<file path="src/rtl/cpu_consts.sv">
// Shared encodings for the multiply/divide unit: operation codes and control states.
package cpu_consts;

    typedef enum logic [2:0] {
        MD_MUL    = 3'd0,
        MD_MULH   = 3'd1,
        MD_MULHSU = 3'd2,
        MD_MULHU  = 3'd3,
        MD_DIV    = 3'd4,
        MD_DIVU   = 3'd5,
        MD_REM    = 3'd6,
        MD_REMU   = 3'd7
    } md_func_e;

    typedef enum logic [1:0] {
        MD_IDLE = 2'd0,
        MD_BUSY = 2'd1,
        MD_DONE = 2'd2
    } md_state_e;

    localparam int unsigned WORD_W = 32;

endpackage

</file>
<file path="src/rtl/muldiv_iter.sv">
// One iteration of the shared datapath: shift-add multiply step or restoring divide step,
// both through a single XLEN+1 bit adder.
module muldiv_iter #(
    parameter int XLEN = 64
) (
    input  logic            is_div,
    input  logic [XLEN-1:0] hi,
    input  logic [XLEN-1:0] lo,
    input  logic [XLEN-1:0] b,
    output logic [XLEN-1:0] hi_next,
    output logic [XLEN-1:0] lo_next
);

    logic [XLEN:0] x;
    logic [XLEN:0] y;
    logic [XLEN:0] sum;

    always_comb begin
        // Divide subtracts the divisor from the shifted partial remainder; multiply adds it.
        x       = is_div ? {hi, lo[XLEN-1]} : {1'b0, hi};
        y       = is_div ? ~{1'b0, b} : (lo[0] ? {1'b0, b} : '0);
        sum     = x + y + (XLEN+1)'(is_div);
        hi_next = sum[XLEN:1];
        lo_next = {sum[0], lo[XLEN-1:1]};
        if (is_div) begin
            hi_next = sum[XLEN] ? x[XLEN-1:0] : sum[XLEN-1:0];
            lo_next = {lo[XLEN-2:0], ~sum[XLEN]};
        end
    end

endmodule

</file>
<file path="src/rtl/muldiv_unit.sv">
// Iterative multiply/divide unit with valid/ready handshakes, word variants and flush.
module muldiv_unit
    import cpu_consts::*;
#(
    parameter int XLEN     = 64,
    parameter bit WORD_OPS = 1
) (
    input  logic            clk_i,
    input  logic            rst_i,
    input  logic            valid_i,
    output logic            ready_o,
    input  logic [XLEN-1:0] opr_a_i,
    input  logic [XLEN-1:0] opr_b_i,
    input  logic [2:0]      md_func_i,
    input  logic            word_op_i,
    input  logic            flush_i,
    output logic            valid_o,
    input  logic            ready_i,
    output logic [XLEN-1:0] md_res_o
);

    localparam int CNT_W = $clog2(XLEN) + 1;
    localparam bit HAS_WORD = WORD_OPS && (XLEN == 64);
    localparam logic [XLEN-1:0] XMIN = {1'b1, {(XLEN-1){1'b0}}};
    localparam logic [XLEN-1:0] WMIN = ~XLEN'(32'h7FFF_FFFF);

    function automatic logic [XLEN-1:0] sext_word(input logic [WORD_W-1:0] x);
        return XLEN'($signed(x));
    endfunction

    function automatic logic [XLEN-1:0] fit(input logic [XLEN-1:0] x, input logic word);
        return word ? sext_word(x[WORD_W-1:0]) : x;
    endfunction

    function automatic logic [XLEN-1:0] ext_opr(input logic [XLEN-1:0] x, input logic word,
                                                input logic sgn);
        if (!word) return x;
        return sgn ? sext_word(x[WORD_W-1:0]) : XLEN'(x[WORD_W-1:0]);
    endfunction

    md_state_e       state_reg, state_next;
    logic [CNT_W-1:0] cnt_reg;
    logic [XLEN-1:0] hi_reg, lo_reg, b_reg, md_res_reg;
    md_func_e        func_reg;
    logic            word_reg, neg_q_reg, neg_r_reg;

    md_func_e        func_in;
    logic            word_in, signed_a, signed_b, is_div_in, is_rem_in;
    logic            a_neg, b_neg, div_zero, div_ovf, bypass, accept, last_iter;
    logic [XLEN-1:0] a_ext, b_ext, a_mag, b_mag, bypass_res, fin_res, quo, rem;
    logic [XLEN-1:0] iter_hi, iter_lo;
    logic [2*XLEN-1:0] prod, prod_s;

    always_comb begin
        func_in   = md_func_e'(md_func_i);
        word_in   = HAS_WORD && word_op_i;
        signed_a  = func_in inside {MD_MULH, MD_MULHSU, MD_DIV, MD_REM};
        signed_b  = func_in inside {MD_MULH, MD_DIV, MD_REM};
        is_div_in = md_func_i[2];
        is_rem_in = md_func_i[2] & md_func_i[1];
        a_ext     = ext_opr(opr_a_i, word_in, signed_a);
        b_ext     = ext_opr(opr_b_i, word_in, signed_b);
        a_neg     = signed_a & a_ext[XLEN-1];
        b_neg     = signed_b & b_ext[XLEN-1];
        a_mag     = a_neg ? -a_ext : a_ext;
        b_mag     = b_neg ? -b_ext : b_ext;
        div_zero  = is_div_in && (b_ext == '0);
        div_ovf   = is_div_in && signed_b && (a_ext == (word_in ? WMIN : XMIN)) && (b_ext == '1);
        bypass    = div_zero || div_ovf;
        bypass_res = '0;
        if (div_zero)
            bypass_res = is_rem_in ? fit(a_ext, word_in) : '1;
        else if (div_ovf)
            bypass_res = is_rem_in ? '0 : fit(a_ext, word_in);
    end

    muldiv_iter #(.XLEN(XLEN)) u_iter (
        .is_div  (func_reg[2]),
        .hi      (hi_reg),
        .lo      (lo_reg),
        .b       (b_reg),
        .hi_next (iter_hi),
        .lo_next (iter_lo)
    );

    // Sign correction is applied to the outputs of the final iteration step.
    always_comb begin
        prod   = {iter_hi, iter_lo} >> (word_reg ? XLEN - WORD_W : 0);
        prod_s = neg_q_reg ? -prod : prod;
        quo    = neg_q_reg ? -iter_lo : iter_lo;
        rem    = neg_r_reg ? -iter_hi : iter_hi;
        case (func_reg)
            MD_MUL:                       fin_res = fit(prod_s[XLEN-1:0], word_reg);
            MD_MULH, MD_MULHSU, MD_MULHU: fin_res = word_reg ? sext_word(prod_s[63:32])
                                                             : prod_s[2*XLEN-1:XLEN];
            MD_DIV, MD_DIVU:              fin_res = fit(quo, word_reg);
            default:                      fin_res = fit(rem, word_reg);
        endcase
        last_iter = (cnt_reg == CNT_W'(word_reg ? WORD_W - 1 : XLEN - 1));
    end

    always_ff @(posedge clk_i) begin
        if (rst_i) state_reg <= MD_IDLE;
        else       state_reg <= state_next;
    end

    always_comb begin
        state_next = state_reg;
        case (state_reg)
            MD_IDLE: if (!flush_i && valid_i) state_next = bypass ? MD_DONE : MD_BUSY;
            MD_BUSY: if (flush_i) state_next = MD_IDLE;
                     else if (last_iter) state_next = MD_DONE;
            MD_DONE: if (flush_i || ready_i) state_next = MD_IDLE;
            default: state_next = MD_IDLE;
        endcase
    end

    always_comb begin
        ready_o  = (state_reg == MD_IDLE);
        valid_o  = (state_reg == MD_DONE);
        md_res_o = md_res_reg;
        accept   = ready_o && valid_i && !flush_i;
    end

    always_ff @(posedge clk_i) begin
        if (rst_i) begin
            cnt_reg    <= '0;
            hi_reg     <= '0;
            lo_reg     <= '0;
            b_reg      <= '0;
            md_res_reg <= '0;
            func_reg   <= MD_MUL;
            word_reg   <= 1'b0;
            neg_q_reg  <= 1'b0;
            neg_r_reg  <= 1'b0;
        end else if (accept) begin
            // Word divides start with the dividend in the top half so 32 steps consume it.
            cnt_reg   <= '0;
            hi_reg    <= '0;
            lo_reg    <= is_div_in ? (a_mag << (word_in ? XLEN - WORD_W : 0)) : b_mag;
            b_reg     <= is_div_in ? b_mag : a_mag;
            func_reg  <= func_in;
            word_reg  <= word_in;
            neg_q_reg <= a_neg ^ b_neg;
            neg_r_reg <= a_neg;
            if (bypass) md_res_reg <= bypass_res;
        end else if (state_reg == MD_BUSY && !flush_i) begin
            cnt_reg <= cnt_reg + 1'b1;
            hi_reg  <= iter_hi;
            lo_reg  <= iter_lo;
            if (last_iter) md_res_reg <= fin_res;
        end
    end

endmodule
</file>
<file path="config.mk">
export PLATFORM = sky130hd
export DESIGN_NAME = muldiv_unit
export DESIGN_NICKNAME = d
export VERILOG_FILES = /design/src/rtl/cpu_consts.sv /design/src/rtl/muldiv_iter.sv /design/src/rtl/muldiv_unit.sv
export SDC_FILE = /design/constraint.sdc
export NUM_CORES = 2
export LEC_CHECK = 0
export CAP_MARGIN = 20
export CELL_PAD_IN_SITES_DETAIL_PLACEMENT = 1
export CELL_PAD_IN_SITES_GLOBAL_PLACEMENT = 2
export CORE_MARGIN = 4
export CORE_UTILIZATION = 32
export DETAILED_ROUTE_END_ITERATION = 10
export PLACE_DENSITY = 0.89
export SYNTH_ARGS = -nofsm -noshare
export SYNTH_HDL_FRONTEND = slang
export SYNTH_SLANG_ARGS = --single-unit
export TNS_END_PERCENT = 5
</file>
<file path="constraint.sdc">
create_clock -name clk_i -period 10.6 [get_ports clk_i]
set_input_delay 2.12 -clock clk_i [delete_from_list [all_inputs] [get_ports clk_i]]
set_output_delay 2.12 -clock clk_i [all_outputs]
set_load 0.1 [all_outputs]
</file>
Word-level counts from Yosys, hierarchy flattened
Index checks and enable logic that the tools add are counted.
- flip-flop bits (word level): 271
- bits in latches: 0
- memory bits (writable): 0
- ROM bits: 0
- input port bits: 137
- output and inout port bits: 66
- word-level logic and storage cells: 110
- memories: 0
- $add $sub $neg: 8
- $mul: 0
- div/mod/pow operators: 0
- $lt $le $gt $ge: 0
- equal/unequal tests: 18
- shifts and indexed selects: 2
- mux-type cells: 43
- bitwise operators: 6
- reductions and logical operators: 23
- operator list (kind ; count):
    $mux W64 ; 29
    $neg A64 Y64 ; 4
    $pmux W64 S3 ; 1
    $mux W65 ; 2
    $mux W128 ; 1
    $neg A128 Y128 ; 1
    $shr A128 B6 Y128 ; 1
    $add A65 B1 Y65 ; 1
    $add A65 B65 Y65 ; 1
    $not A64 Y65 ; 1
    $eq A64 B64 Y1 ; 1
    $eq A64 B64 Y1 const B ; 1
    $logic_not A64 Y1 ; 1
    $shl A64 B6 Y64 ; 1
    $mux W63 ; 1
    $mux W6 ; 3
    $eq A3 B3 Y1 const B ; 4
    $mux W2 ; 5
    $eq A3 B2 Y1 const B ; 3
    $logic_and A1 B1 Y1 ; 8
    $add A7 B1 Y7 const B ; 1
    $eq A7 B6 Y1 ; 1
    $eq A3 B1 Y1 const B ; 2
    $pmux W2 S3 ; 1
    other kinds (18) ; 25

Logic depth before layout (Yosys ltp)
- depth in word-level cells: 14
- gate-level depth with buffers: 43
- mapped depth without buffers: 27

Cells and area by module
Synthesis repeated with hierarchy kept, for this count alone.
- cell total of the unflattened synthesis: 5121
- area total of the unflattened synthesis: 34075.2 um2
- by module, submodules not included (module ; instances ; cells an instance ; area an instance (um2) ; seq. area each (um2)):
    muldiv_unit ; 1 ; 3965 ; 26609.3 ; 5425.2
    muldiv_iter ; 1 ; 1156 ; 7465.9 ; 0.0

Worst setup path after synthesis
Ideal clock, no wire load.
- path kind: flip-flop to flip-flop
- from: reg func_reg[2]
- to: reg md_res_reg[62], in the netlist md_res_o[62]
- setup time: 0.130 ns
- arrival: 10.406 ns
- data required time: 10.470 ns
- path slack: 0.064 ns
- cell stages (with the launch flop): 44
- buffers on the path: 20
- clock period less this slack: 10.536 ns
- path through: dfxtp_1 buf_2 buf_2 buf_2 clkbuf_1 buf_2 buf_2 buf_2 buf_1 clkbuf_1 clkbuf_1 buf_1 clkbuf_1 buf_1 clkbuf_1 buf_1 mux2_2 fa_1 [... 8 more ...] a211oi_4 buf_4 buf_6 buf_6 clkbuf_1 a21boi_0 ha_1 nand2_1 nor2_1 nand3_1 nor2_1 nand3_1 nor3_1 nand2_1 o41ai_1 xor2_1 a2111oi_0 nor3_1
- longest elaborated chain between the ends: 13
- elaborated cells on any way between the ends: 31
- classes of those cells: add/sub (5); eq/ne (5); shift (1); mux (16); bitwise (1); reduce/logical (3)
- ends and longest elaborated chain (item ; line ; text):
    start, declared ; muldiv_unit.sv:44 ; md_func_e func_reg;
    start signal, assigned ; muldiv_unit.sv:142 ; func_reg <= func_in;
    $mux W65, on equally long branches ; muldiv_iter.sv:20, muldiv_iter.sv:21 ;
    $add A65 B65 Y65 ; muldiv_iter.sv:22 ; sum = x + y + (XLEN+1)'(is_div);
    $add A65 B1 Y65 ; muldiv_iter.sv:22 ;
    $mux W64 or $not A1 Y1 (tied branches) ; muldiv_iter.sv:26, muldiv_iter.sv:27 ;
    $mux W64 ; muldiv_iter.sv:25 ; if (is_div) begin
    $shr A128 B6 Y128 ; muldiv_unit.sv:88 ; prod = {iter_hi, iter_lo} >> (word_reg ? XLEN - WORD_W : 0);
    $neg A128 Y128 ; muldiv_unit.sv:89 ; prod_s = neg_q_reg ? -prod : prod;
    $mux W128 ; muldiv_unit.sv:89 ;
    $mux W64, on equally long branches ; muldiv_unit.sv:94, muldiv_unit.sv:32 ;
    $pmux W64 S3 * ; muldiv_unit.sv:92 ; case (func_reg)
    $mux W64 * ; muldiv_unit.sv:151 ; if (last_iter) md_res_reg <= fin_res;
    $mux W64 * ; muldiv_unit.sv:147 ; end else if (state_reg == MD_BUSY && !flush_i) begin
    $mux W64 * ; muldiv_unit.sv:136 ; end else if (accept) begin
    end signal, assigned ; muldiv_unit.sv:146 ; if (bypass) md_res_reg <= bypass_res;
    end signal, assigned ; muldiv_unit.sv:151 ;
    end, declared ; muldiv_unit.sv:43 ; logic [XLEN-1:0] hi_reg, lo_reg, b_reg, md_res_reg;
Mark *: on every way between the ends. The rest lies on a longest branch, timed or not. The select of a mux whose other input is x is not followed.
A chain may end at the register's enable or synchronous reset.

Worst setup path in the final report
- from: reg func_reg[2]
- to: reg md_res_reg[35], in the netlist md_res_o[35]
Same word-level chain as after synthesis.

==> metrics.md <==
| Metric | Value |
|---|---|
| Clock Path Buffers | 3 |
| Setup TNS | 0 ns |
| CP dominant cell by count | o21ai_0 |
| Overall power | 4.491 mW |
| Area occupied by multi-input gates | 0.02858 mm² |
| Clock root cell | clkbuf_16 |
| Setup bufs post-CTS | 0 |
| Avg Synthesized Cell Area | 6.613 µm² |
| CTS hold repair buffers | 0 |
| TritonRoute pass-1 iters | 9 |
| Outcome | finished clean |
| Congestion Overflow GR | 0 |
| Synth-to-layout area growth | 13.50% |
| Critical path buffers and inverters | 2 |
| Worst hold path class | reg -> reg |
| Layout cells sized above 1 | under 10% |
| DR vias | 46890 |
| Top post-synthesis cells by count | nand2_1, nor2_1, a21oi_1 |
| Reg clk slew, reported paths | 0.07 ns |
| Die area | 0.1174 mm² |
| Rel. slew slack | 14.40% |
| Drt wl/cell | 34.31 µm |
| Final Max Tran Viols | 0 |
| Most common cell in the netlist | nand2_1 |
| Startpoint types | register |
| Net Sw Frac | 46.87% |
| # DRC | 0 |
| Leak | about 14 nW |
| H-tree depth | 2 |
| Ys async rst share | 0% |
| Int Power | 2.386 mW |
| Crit-path max FO | just over 70 |
| Net switching power | 2.105 mW |
| Flop-to-flop setup slack | 1.04 ns |
| Die Wd | roughly 340 µm |
| Power per Cell Area | 110.4 mW/mm² |
| Synth area leaders | dfxtp_1, a21oi_1, nand2_1, nor2_1, o21ai_0 |
| Initial drt markers | 6672 |
| DP HPWL | around 190 mm |
| Chip Height | 342.6 µm |
| Placer Congestion | 1.069 |
| Synth Instances | 5419 |
| First-pass GRT wire length | 330.8 mm |
| # rows | 122 |
| Worst VDD drop | between 0.1 and 0.15 mV |
| Post-synth top area cell | dfxtp_1 |
| Via-to-Cell Ratio | a little under 7 |
| Starting Density | 32.29% |
| Post-synthesis net count | 5629 |
| Max-Cap Viols | 0 |
| Fin nets | around 5600 |
| Setup violators final | 0 |
| Worst Path Required | 11.02 ns |
| Synthesis-stage register bit count | between 200 and 300 |
| Clock power frac | just over 30% |
| Worst-margin pin slew | approximately 1.2 ns |
| CP max stage delay | 0.99 ns |
| Largest net degree at the start of global routing | 146 |
| Sequential fraction of the synthesis area | about 15% |
| GR peak layer | met2 |
| Tot GR Track Use | 38.49% |
| Remaining antenna violation count after routing | 0 |
| Worst setup path category | reg -> reg |
| Initial antenna violation count | 18 |
| WL final | ~240 mm |
| CTS Buf Count | 37 |
| # resized after CTS | 0 |
| CTS tree | built |
| CP max-delay cell | a2111oi_2 |
| Met2 Resource Use GR | 57.14% |
| Critical-path cell list | inv_6, buf_4, o21ai_0, ha_1, a21oi_1, o21ai_0, a211o_1, o21ai_0, a21boi_1, a211oi_4, o211ai_1, o22ai_1, nand3_1, a2111oi_2, nand3_4, or4_4, and3_1, o31ai_1, a31oi_1 |
| CTS Sinks | roughly 270 |
| RSZ-0062 raised after global routing | false |
| I/O Buffers | 202 |
| Met3 Track Usage GR | 10.75% |
| FILL cells | ~14000 |
| Sequential Power Share | 25.6% |
| Fin crit share | 90.20% |
| Max frequency | 104.6 MHz |
| Logic pwr share | between 40 and 50% |
| Setup Skew | ~0.048 ns |
| Synth warn | 0 |
| Vias in the first global route | 44280 |
| CP endpoint kind | register |
| Post-synth EDFFs | 0 |
| Cell Area, Synth | about 0.036 mm² |
| Final Critical Period | 9.561 ns |
| Clk Latency, worst-skew pair | ~0.62 ns |
| Final Hold Vio Count | 0 |
| Synth top area share | 15.14% |
| Crit-path leading delay family | compound AO/OA/AOI/OAI gates |
| Sequential cell area | 0.005438 mm² |
| Critical path arrival | 9.98 ns |
| CORE AREA | 0.1110 mm² |
| Count of cell types in the netlist | roughly 110 |
| Met1 Usage GRT | 48.40% |
| Top Ports | 203 |
| Top FF cell, synth | dfxtp_1 |
-- final cells by class --
class,count,share of cell area (%)
antenna,6,0.03692
sequential,271,13.37
tap,1488,4.578
clock buffer,54,2.655
clock inverter,12,0.4738
timing repair buffer,355,7.866
inverter,80,0.7506
multi-input combinational,4662,70.27
-- through the flow --
stage	util (%)	std cells	area, µm²	setup slack (ns)	hold WS, ns
4_1_cts	36.59	6915	40600	1.516	0.4732
6_report	36.65	6928	40670	1.039	0.4725
5_1_grt	36.64	6922	40660	0.7806	0.5139
3_5_place_dp	35.44	6849	39330	1.591	0.4651
3_3_place_gp	35.43	6846	39310	1.731	0.4572
2_1_floorplan	-	5419	35830	0.06373	0.4418
-- per-layer routing --
metal | vias to the layer above | share of wire [%]
met4 | 14 | 8.3
met5 | - | 0.056
met2 | 2966 | 42
li1 | 20120 | -
met3 | 750 | 11
met1 | 23040 | 39
-- cell usage in the layout, fill, tap and decap left out, types with 86 or more instances in the layout --
master / n
a211oi_1: 116
a21oi_1: 512
a31oi_1: 86
buf_4: 145
clkdlybuf4s50_1: 199
dfxtp_1: 267
mux2_2: 94
mux2i_1: 118
nand2_1: 642
nand3_1: 192
nand4_1: 92
nor2_1: 618
nor3_1: 189
o211ai_1: 126
o21ai_0: 453
xnor2_1: 215
xor2_1: 133
-- power by group through the flow --
stage / combinational (mW) / sequential, mW / clock, mW
after floorplan: 1.08 / 1.11 / 0
after detailed placement: 1.87 / 1.16 / 0
final: 1.98 / 1.15 / 1.36
after global placement: 1.86 / 1.16 / 0
after CTS: 1.88 / 1.14 / 1.36
after global routing: 2.03 / 1.15 / 1.40
-- path summary, 6_finish.rpt --
path	from	to	depth (start not counted)
setup / recovery	func_reg[2]	md_res_o[35]	19
hold / removal	b_reg[29]	b_reg[29]	2
setup reg to reg	func_reg[2]	md_res_o[35]	19
hold reg to reg	b_reg[29]	b_reg[29]	2
-- worst reg2reg max path: stages (launching register included) --
cell	delay (ns)
dfxtp_4	0.57
inv_6	0.50
buf_4	0.70
o21ai_0	0.22
ha_1	0.49
a21oi_1	0.22
o21ai_0	0.29
a211o_1	0.37
o21ai_0	0.58
a21boi_1	0.45
a211oi_4	0.61
o211ai_1	0.33
o22ai_1	0.65
nand3_1	0.45
a2111oi_2	0.99
nand3_4	0.39
or4_4	0.67
and3_1	0.21
o31ai_1	0.47
a31oi_1	0.19
-- logic make-up (layout without fill, tap and decap cells) --
| family | Yosys count | after routing | synth area share, % |
|---|---|---|---|
| muxes | 223 | 223 | 6.917 |
| AOI/OAI and AO/OA | 1872 | 1872 | 33.50 |
| adders and majority gates | 73 | 73 | 2.591 |
| DFF | 271 | 271 | 15.14 |
| and+or+nand+nor | 2146 | 2146 | 28.04 |
| buffers and inverters | 486 | 501 | 5.311 |
| xor gates and xnor gates | 348 | 348 | 8.506 |
| other | 0 | 6 | 0 |
Power figures use the tool's default switching activity.
